File: src/rtl/retire_trace_mon.sv
// ============================================================================
//  Module   : retire_trace_mon
//  Brief    : Retire-stream trace monitor. Compacts up to RET_W retiring
//             instructions per cycle into a trace FIFO, keeps saturating
//             cycle / instruction / drop statistics, and on a core error
//             captures the error code, drains the FIFO and halts.
//  Revision : 1.0 - initial release
// ============================================================================
`default_nettype none

module retire_trace_mon #(
  parameter int RET_W = 2,
  parameter int DEPTH = 16,
  parameter int CNT_W = 32
) (
  input  logic                       clk,
  input  logic                       rst,
  input  logic [RET_W-1:0]           ret_vld_i,
  input  logic [RET_W*64-1:0]        ret_pc_i,
  input  logic [RET_W-1:0]           ret_wr_en_i,
  input  logic [RET_W*5-1:0]         ret_dest_i,
  input  logic [RET_W*64-1:0]        ret_data_i,
  input  logic [3:0]                 error_status_i,
  input  logic                       trace_rdy_i,
  output logic                       trace_vld_o,
  output logic [63:0]                trace_pc_o,
  output logic                       trace_wr_o,
  output logic [4:0]                 trace_dest_o,
  output logic [63:0]                trace_data_o,
  output logic [CNT_W-1:0]           cycle_cnt_o,
  output logic [CNT_W-1:0]           instr_cnt_o,
  output logic [CNT_W-1:0]           drop_cnt_o,
  output logic [$clog2(DEPTH):0]     fifo_cnt_o,
  output logic                       halted_o,
  output logic [3:0]                 halt_code_o
);

  localparam int PTR_W = $clog2(DEPTH);
  localparam int OCC_W = PTR_W + 1;
  // Per-cycle lane counts never exceed 4, so 3 bits always suffice.
  localparam int LANE_W = 3;
  localparam logic [OCC_W-1:0] C_DEPTH = OCC_W'(DEPTH);

  typedef enum logic [1:0] {
    S_RUN    = 2'd0,
    S_DRAIN  = 2'd1,
    S_HALTED = 2'd2
  } state_t;

  // --------------------------------------------------------------------------
  // State
  // --------------------------------------------------------------------------
  state_t             state_q;
  logic [3:0]         halt_code_q;
  logic               halted_q;

  logic [PTR_W-1:0]   rd_ptr_q;
  logic [PTR_W-1:0]   wr_ptr_q;
  logic [OCC_W-1:0]   occ_q;

  logic [CNT_W-1:0]   cycle_cnt_q;
  logic [CNT_W-1:0]   instr_cnt_q;
  logic [CNT_W-1:0]   drop_cnt_q;

  // Trace storage; deliberately not reset, head is only meaningful when valid.
  logic [63:0]        mem_pc_q   [DEPTH];
  logic               mem_wr_q   [DEPTH];
  logic [4:0]         mem_dest_q [DEPTH];
  logic [63:0]        mem_data_q [DEPTH];

  // --------------------------------------------------------------------------
  // Next-state / combinational signals
  // --------------------------------------------------------------------------
  logic               w_accept;
  logic               w_deq;
  logic [OCC_W-1:0]   w_free;
  logic [OCC_W-1:0]   w_enq_cnt;
  logic [LANE_W-1:0]  w_ret_cnt;
  logic [LANE_W-1:0]  w_drop_cnt;
  logic [RET_W-1:0]   w_lane_en;
  logic [PTR_W-1:0]   w_lane_addr [RET_W];

  logic [OCC_W-1:0]   occ_d;
  logic [PTR_W-1:0]   rd_ptr_d;
  logic [PTR_W-1:0]   wr_ptr_d;

  // Saturating accumulate: the counter sticks at all-ones instead of wrapping.
  function automatic logic [CNT_W-1:0] sat_add(input logic [CNT_W-1:0] a,
                                               input logic [LANE_W-1:0] b);
    logic [CNT_W:0] sum;
    sum = {1'b0, a} + (CNT_W+1)'(b);
    if (sum[CNT_W]) begin
      return {CNT_W{1'b1}};
    end
    return sum[CNT_W-1:0];
  endfunction

  // Retires only count in RUN (including the cycle the error is first seen).
  assign w_accept = (state_q == S_RUN);
  // Dequeue is allowed in any state whenever the head is valid and consumed.
  assign w_deq    = (occ_q != '0) && trace_rdy_i;
  // Enqueue space is judged on pre-dequeue occupancy only.
  assign w_free   = C_DEPTH - occ_q;

  // Compact valid lanes in ascending order into free slots; overflow lanes drop.
  always_comb begin
    w_enq_cnt  = '0;
    w_ret_cnt  = '0;
    w_drop_cnt = '0;
    for (int i = 0; i < RET_W; i++) begin
      w_lane_en[i]   = 1'b0;
      w_lane_addr[i] = wr_ptr_q;
      if (w_accept && ret_vld_i[i]) begin
        w_ret_cnt = w_ret_cnt + LANE_W'(1);
        if (w_enq_cnt < w_free) begin
          w_lane_en[i]   = 1'b1;
          w_lane_addr[i] = wr_ptr_q + w_enq_cnt[PTR_W-1:0];
          w_enq_cnt      = w_enq_cnt + OCC_W'(1);
        end else begin
          w_drop_cnt = w_drop_cnt + LANE_W'(1);
        end
      end
    end
  end

  // Pointer and occupancy next-state; pointers wrap naturally at DEPTH.
  always_comb begin
    wr_ptr_d = wr_ptr_q + w_enq_cnt[PTR_W-1:0];
    rd_ptr_d = rd_ptr_q + PTR_W'(w_deq);
    occ_d    = occ_q + w_enq_cnt - OCC_W'(w_deq);
  end

  // --------------------------------------------------------------------------
  // Sequential logic
  // --------------------------------------------------------------------------

  // Control FSM: capture the first error, drain, then halt until reset.
  always_ff @(posedge clk or posedge rst) begin
    if (rst) begin
      state_q     <= S_RUN;
      halt_code_q <= 4'h0;
      halted_q    <= 1'b0;
    end else begin
      case (state_q)
        S_RUN: begin
          if (error_status_i != 4'h0) begin
            halt_code_q <= error_status_i;
            state_q     <= S_DRAIN;
          end
        end
        S_DRAIN: begin
          // No enqueues happen in DRAIN, so an empty FIFO is final.
          if (occ_q == '0) begin
            state_q  <= S_HALTED;
            halted_q <= 1'b1;
          end
        end
        S_HALTED: begin
          state_q <= S_HALTED;
        end
        default: begin
          state_q <= S_RUN;
        end
      endcase
    end
  end

  // FIFO pointers and occupancy; reset discards all queued entries at once.
  always_ff @(posedge clk or posedge rst) begin
    if (rst) begin
      rd_ptr_q <= '0;
      wr_ptr_q <= '0;
      occ_q    <= '0;
    end else begin
      rd_ptr_q <= rd_ptr_d;
      wr_ptr_q <= wr_ptr_d;
      occ_q    <= occ_d;
    end
  end

  // Saturating statistics counters.
  always_ff @(posedge clk or posedge rst) begin
    if (rst) begin
      cycle_cnt_q <= '0;
      instr_cnt_q <= '0;
      drop_cnt_q  <= '0;
    end else begin
      if (state_q != S_HALTED) begin
        cycle_cnt_q <= sat_add(cycle_cnt_q, LANE_W'(1));
      end
      instr_cnt_q <= sat_add(instr_cnt_q, w_ret_cnt);
      drop_cnt_q  <= sat_add(drop_cnt_q, w_drop_cnt);
    end
  end

  // Trace storage writes, one slot per accepted lane.
  always_ff @(posedge clk) begin
    for (int i = 0; i < RET_W; i++) begin
      if (w_lane_en[i]) begin
        mem_pc_q[w_lane_addr[i]]   <= ret_pc_i[i*64 +: 64];
        mem_wr_q[w_lane_addr[i]]   <= ret_wr_en_i[i];
        mem_dest_q[w_lane_addr[i]] <= ret_dest_i[i*5 +: 5];
        mem_data_q[w_lane_addr[i]] <= ret_data_i[i*64 +: 64];
      end
    end
  end

  // --------------------------------------------------------------------------
  // Outputs: head fields come straight from registered storage.
  // --------------------------------------------------------------------------
  assign trace_vld_o  = (occ_q != '0);
  assign trace_pc_o   = mem_pc_q[rd_ptr_q];
  assign trace_wr_o   = mem_wr_q[rd_ptr_q];
  assign trace_dest_o = mem_dest_q[rd_ptr_q];
  assign trace_data_o = mem_data_q[rd_ptr_q];

  assign fifo_cnt_o   = occ_q;
  assign cycle_cnt_o  = cycle_cnt_q;
  assign instr_cnt_o  = instr_cnt_q;
  assign drop_cnt_o   = drop_cnt_q;
  assign halted_o     = halted_q;
  assign halt_code_o  = halt_code_q;

endmodule

`default_nettype wire
File: config.mk
export PLATFORM = sky130hd
export DESIGN_NAME = retire_trace_mon
export DESIGN_NICKNAME = d
export VERILOG_FILES = /design/src/rtl/retire_trace_mon.sv
export SDC_FILE = /design/constraint.sdc
export NUM_CORES = 2
export LEC_CHECK = 0
export BUFFER_PORTS_ARGS = -buffer_cell sky130_fd_sc_hd__buf_2
export CAP_MARGIN = 20
export CORE_MARGIN = 2
export CORE_UTILIZATION = 50
export CTS_BUF_LIST = sky130_fd_sc_hd__clkbuf_2
export CTS_CLUSTER_DIAMETER = 30
export CTS_CLUSTER_SIZE = 14
export DETAILED_ROUTE_END_ITERATION = 10
export PLACE_DENSITY = 0.76
export REMOVE_ABC_BUFFERS = 1
export SLEW_MARGIN = 20
export SYNTH_ARGS = -nofsm -noshare
export SYNTH_HDL_FRONTEND = slang
export SYNTH_SLANG_ARGS = --single-unit
File: constraint.sdc
create_clock -name clk -period 31.2 [get_ports clk]
set_clock_uncertainty 0.2 [all_clocks]
set_input_delay 3.12 -clock clk [delete_from_list [all_inputs] [get_ports clk]]
set_output_delay 3.12 -clock clk [all_outputs]
set_load 0.03 [all_outputs]
### After elaboration in Yosys (flattened, before gate mapping)

Memories as Yosys holds them, arrays and structs flattened.
Cells that the tools add are included.

* register bits after elaboration: 116
* word-level logic and storage cells: 75
* output and inout port bits: 241
* RAM bits: 2144
* memories kept: 4

* mux-type cells: 33
* reductions and logical operators: 10
* eq/ne operators: 5
* add/subtract/negate cells: 12
* magnitude comparators: 2

Memory list
* mem_data_q: words 16, bits a word 64, read ports 1, clocked after memory_dff 0, wr ports 2, RTL line 69 `logic [63:0] mem_data_q [DEPTH];`
* mem_pc_q: words 16, bits a word 64, read ports 1, clocked after memory_dff 0, wr ports 2, RTL line 66 `logic [63:0] mem_pc_q [DEPTH];`
* mem_dest_q: words 16, bits a word 5, read ports 1, clocked after memory_dff 0, wr ports 2, RTL line 68 `logic [4:0] mem_dest_q [DEPTH];`
* mem_wr_q: words 16, bits a word 1, read ports 1, clocked after memory_dff 0, wr ports 2, RTL line 67 `logic mem_wr_q [DEPTH];`

Operators with widths (number)
* 2-to-1 mux 32 bit: 6
* adder 32 x 3 -> 33 bit: 2
* adder 32 x 1 -> 33 bit (second input constant): 1
* 2-to-1 mux 1 bit: 17
* 2-to-1 mux 5 bit: 2
* 2-to-1 mux 3 bit: 3
* adder 4 bit: 2
* 2-to-1 mux 4 bit: 2
* adder 3 x 1 -> 3 bit (second input constant): 2
* one-hot mux 2 bit (3 select lines): 1
* AND reduction 2 bit: 3
* adder 5 x 1 -> 5 bit (second input constant): 1
* adder 5 bit: 1
* logical NOT 5 bit: 1
* < comparator 1 x 5 -> 1 bit (first input constant): 1
* < comparator 5 bit: 1
* nonzero test 5 bit: 1
* subtractor 5 x 1 -> 5 bit: 1
* subtractor 5 bit (first input constant): 1
* adder 4 x 1 -> 4 bit: 1
* 2-to-1 mux 2 bit: 2
* inequality test 2 bit (second input constant): 2
* nonzero test 4 bit: 1
* logical AND 1 bit: 3
* 4 further kinds: 4

### Logic depth before layout (Yosys ltp)

* depth after elaboration: 10
* mapped depth: 21
* depth with buffers taken out: 20

### Worst setup path before layout

No wires, ideal clock.

* kind: input port to flip-flop
* from: input ret_vld_i[0]
* to: memory mem_data_q[8][0], enable pin
* slack: 17052 ps
* library setup time: 812 ps
* data required time: 30188 ps
* arrival time: 13135 ps
* stages on the path: 3
* cells stage by stage: nand2_1 or4_1 o21ai_0

RTL lines
* from (decl): RTL line 18 `input logic [RET_W-1:0] ret_vld_i,`
* to (decl): RTL line 69

### Worst setup path after layout

* from: register rd_ptr_q[2]
* to: output trace_pc_o[28]

* longest elaborated chain between the ends: 1

Ends and longest elaborated chain
* from (decl): RTL line 57 `logic [PTR_W-1:0] rd_ptr_q;`
* from (signal assigned): RTL line 175 `rd_ptr_q <= rd_ptr_d;`
* memory read (16 x 64 bit)
* to (decl): RTL line 26 `output logic [63:0] trace_pc_o,`

No other way between the ends.

==> flow_summary.json <==
{
  "path_max_fanout": 54,
  "endpoint_kind": "primary output",
  "first_pass_iters": 5,
  "fmax_ghz": 0.0939,
  "netlist_area_um2": 114000,
  "fillCellCount": 18100,
  "syn_inst": 7266,
  "initial_core_util": 0.503,
  "wl_per_cell_um": 30.7,
  "maxSlewHeadroom": 0.143,
  "die_width_um": 482,
  "post-cts-setup-buffer-count": 0,
  "synth_most_common_cell": "mux2_2",
  "cp.required_ns": 27.88,
  "tritoncts": "done",
  "hold_buffers": 0,
  "num_vias": 70900,
  "wirelength_um": 341000,
  "start_kind": "register",
  "grtUsageTotal": 0.288,
  "drv_cap": 0,
  "grt_max_degree": 128,
  "path_clk_slew_ns": 0.13,
  "cts_resized": 0,
  "num_rows": 175,
  "crit_path_cell_trace": "buf_4 > and2_4 > buf_4 > buf_4 > a21oi_1 > a22oi_1 > nand2_1 > buf_2",
  "boundaryPins": 518,
  "synth_top_area_cell": "edfxtp_1",
  "worst_pin_slew_ns": 1.28,
  "grt-ovfl-total": 0,
  "yosys-top-cells-count": "2181 x mux2_2, 2144 x edfxtp_1, 436 x clkbuf_1, 407 x mux2i_1, 286 x o21ai_0",
  "grt_pass1_vias": 72300,
  "core_area_um2": 227000,
  "ant_nets": 0,
  "synth_seq_cells": 2260,
  "cpMostUsedCell": "buf_4",
  "drt_iter0_markers": 8290,
  "hold_path.class": "reg -> reg",
  "vias_per_cell": 6.39,
  "ys.flop_type": "edfxtp_1",
  "tns_ns": 0,
  "hold_violations": 0,
  "syn_avg_cell_area_um2": 15.7,
  "final.period_utilization": 0.341,
  "antenna_found_initial": 113,
  "synth_top_cells_by_area": "edfxtp_1 56%, mux2_2 21%, mux4_2 5.3%, mux2i_1 3.6%, dfrtp_1 2.5%",
  "nNetsFinal": 7942,
  "async_flop_share": 0.0513,
  "cts_buffers": 472,
  "gp_congestion": 0.833,
  "portBuffers": 517,
  "die-area_um2": 232000,
  "synth_top_area_frac": 0.563,
  "drive_gt1_frac": 0.487,
  "critical_path_class": "reg -> out",
  "cts.sinks": 2260,
  "htree_levels": 5,
  "root_buffer": "clkbuf_2",
  "ys_types": 57,
  "p_leak_nw": 43.9,
  "dieHeight_um": 482,
  "area_growth_pct": 9.73,
  "hpwlAfterDp_um": 178000,
  "rsz0062_at_grt": "false",
  "ir_worst_vdd_mv": 0.0935,
  "setup_viol": 0,
  "cts.path.max_buffers": 4,
  "placed_area_um2": 119000,
  "status": "finished clean",
  "cp_data_arrival_time_ns": 7.33,
  "yosys_warnings": 0,
  "p_per_area_nw_per_um2": 81.6,
  "cp_slowest_cell": "dfrtp_4",
  "max_stage_delay_ns": 0.96,
  "fin_crit_ns": 10.65,
  "synth_edf_count": 2144,
  "ys_seq_area_frac": 0.589,
  "drc": 0,
  "slew_viol_final": 0,
  "grt_pass1_wl_um": 494000,
  "clk_latency_ns": 2.01,
  "post-route-cell-area_um2": 125000
}
-- through the flow --
stage	std cells	util	total power [W]	worst slack (ns)	hold WS (ns)
2_1_floorplan	6531	-	0.00810	0.168	0.355
3_3_place_gp	10200	0.523	0.00775	22.84	0.240
3_5_place_dp	10200	0.523	0.00780	22.76	0.247
4_1_cts	11000	0.551	0.0102	20.49	0.271
5_1_grt	11100	0.551	0.0106	20.39	0.291
6_report	11100	0.552	0.0102	20.55	0.273
-- per-layer routing --
metal,GRT usage,share of wire,vias to the layer above
li1,-,-,29700
met1,0.373,0.38,36400
met2,0.468,0.48,3896
met3,0.0635,0.099,787
met4,0.127,0.040,66
met5,0,0.0012,-
-- final timing paths --
path / start / to / cells after the start / slack [ns]
worst max-delay path: rd_ptr_q[2] / trace_pc_o[28] / 8 / 20.55
worst min-delay path: halted_o / halted_o / 1 / 0.27
worst max register to register: fifo_cnt_o[0] / mem_data_q[4][23] / 17 / 23.68
worst min register to register: halted_o / halted_o / 1 / 0.27
max in group asynchronous: rst / drop_cnt_o[19] / 3 / 28.24
min in group asynchronous: rst / fifo_cnt_o[2] / 2 / 0.98
-- logic make-up (layout without fill, tap and decap cells) --
family          Yosys count  after routing  synth area share
mux                    2959           2959             0.313
flops                  2260           2260             0.589
buf+inv                 768           1514            0.0289
compound gates          744            744            0.0411
simple gates            429            429            0.0182
xor+xnor                 76             76           0.00605
fa+ha+maj                30             30           0.00355
other cells               0             71                 0
-- sequential cells by signal (all words and copies together), names as in the netlist --
| signal | flops |
|---|---|
| cycle_cnt_o | 32 |
| drop_cnt_o | 32 |
| fifo_cnt_o | 5 |
| halt_code_o | 4 |
| halted_o | 1 |
| instr_cnt_o | 32 |
| mem_data_q | 1024 |
| mem_dest_q | 80 |
| mem_pc_q | 1024 |
| mem_wr_q | 16 |
| rd_ptr_q | 4 |
| state_q | 2 |
| wr_ptr_q | 4 |
-- cell type report --
type                       count  area [um2]  area share
multi-input combinational   4238       44000       0.351
clock buffer                 528        2640      0.0211
antenna                       71         178     0.00142
sequential                  2260       67300       0.537
tap                         3009        3760      0.0300
inverter                      33         126     0.00101
timing repair buffer         630        3680      0.0293
clock inverter               323        3720      0.0297
-- cell usage in the layout, fill, tap and decap left out, drive strengths merged, types with 4 or more instances in the layout --
cell type,synthesis,routed
nand3,39,39
nor2b,9,9
clkinv,0,186
dfrtp,116,116
bufinv,0,80
clkbuf,436,528
buf,299,630
and2,11,11
a21oi,150,150
and4,9,9
nand4,18,18
nor2,29,29
a22o,4,4
edfxtp,2144,2144
nand2,249,249
mux2i,407,407
nand4b,4,4
diode,0,71
o21bai,8,8
xor2,51,51
clkinvlp,0,47
mux4,268,268
nor3b,4,4
xnor2,25,25
a21o,5,5
nand2b,10,10
ha,26,26
o21ai,286,286
and3,21,21
a31oi,14,14
inv,33,43
fa,4,4
mux2,2284,2284
nor3,10,10
nor4,7,7
a22oi,135,135
a221oi,134,134
-- critical path, delay by kind of cell, from the launching register on --
kind                   cells  cell delay, ns
AOI/OAI and AO/OA          2            0.42
and+or+nand+nor            2            1.01
DFF                        1            0.96
buffers and inverters      4            2.78
-- report_power, final --
| part | leakage (nW) | internal, W | switching, W |
|---|---|---|---|
| combinational | 19.1 | 0.00134 | 0.00253 |
| sequential | 20.9 | 0.00374 | 0.000152 |
| clock | 3.92 | 0.00119 | 0.00129 |
No activity file was read; power rests on OpenSTA's default activity.
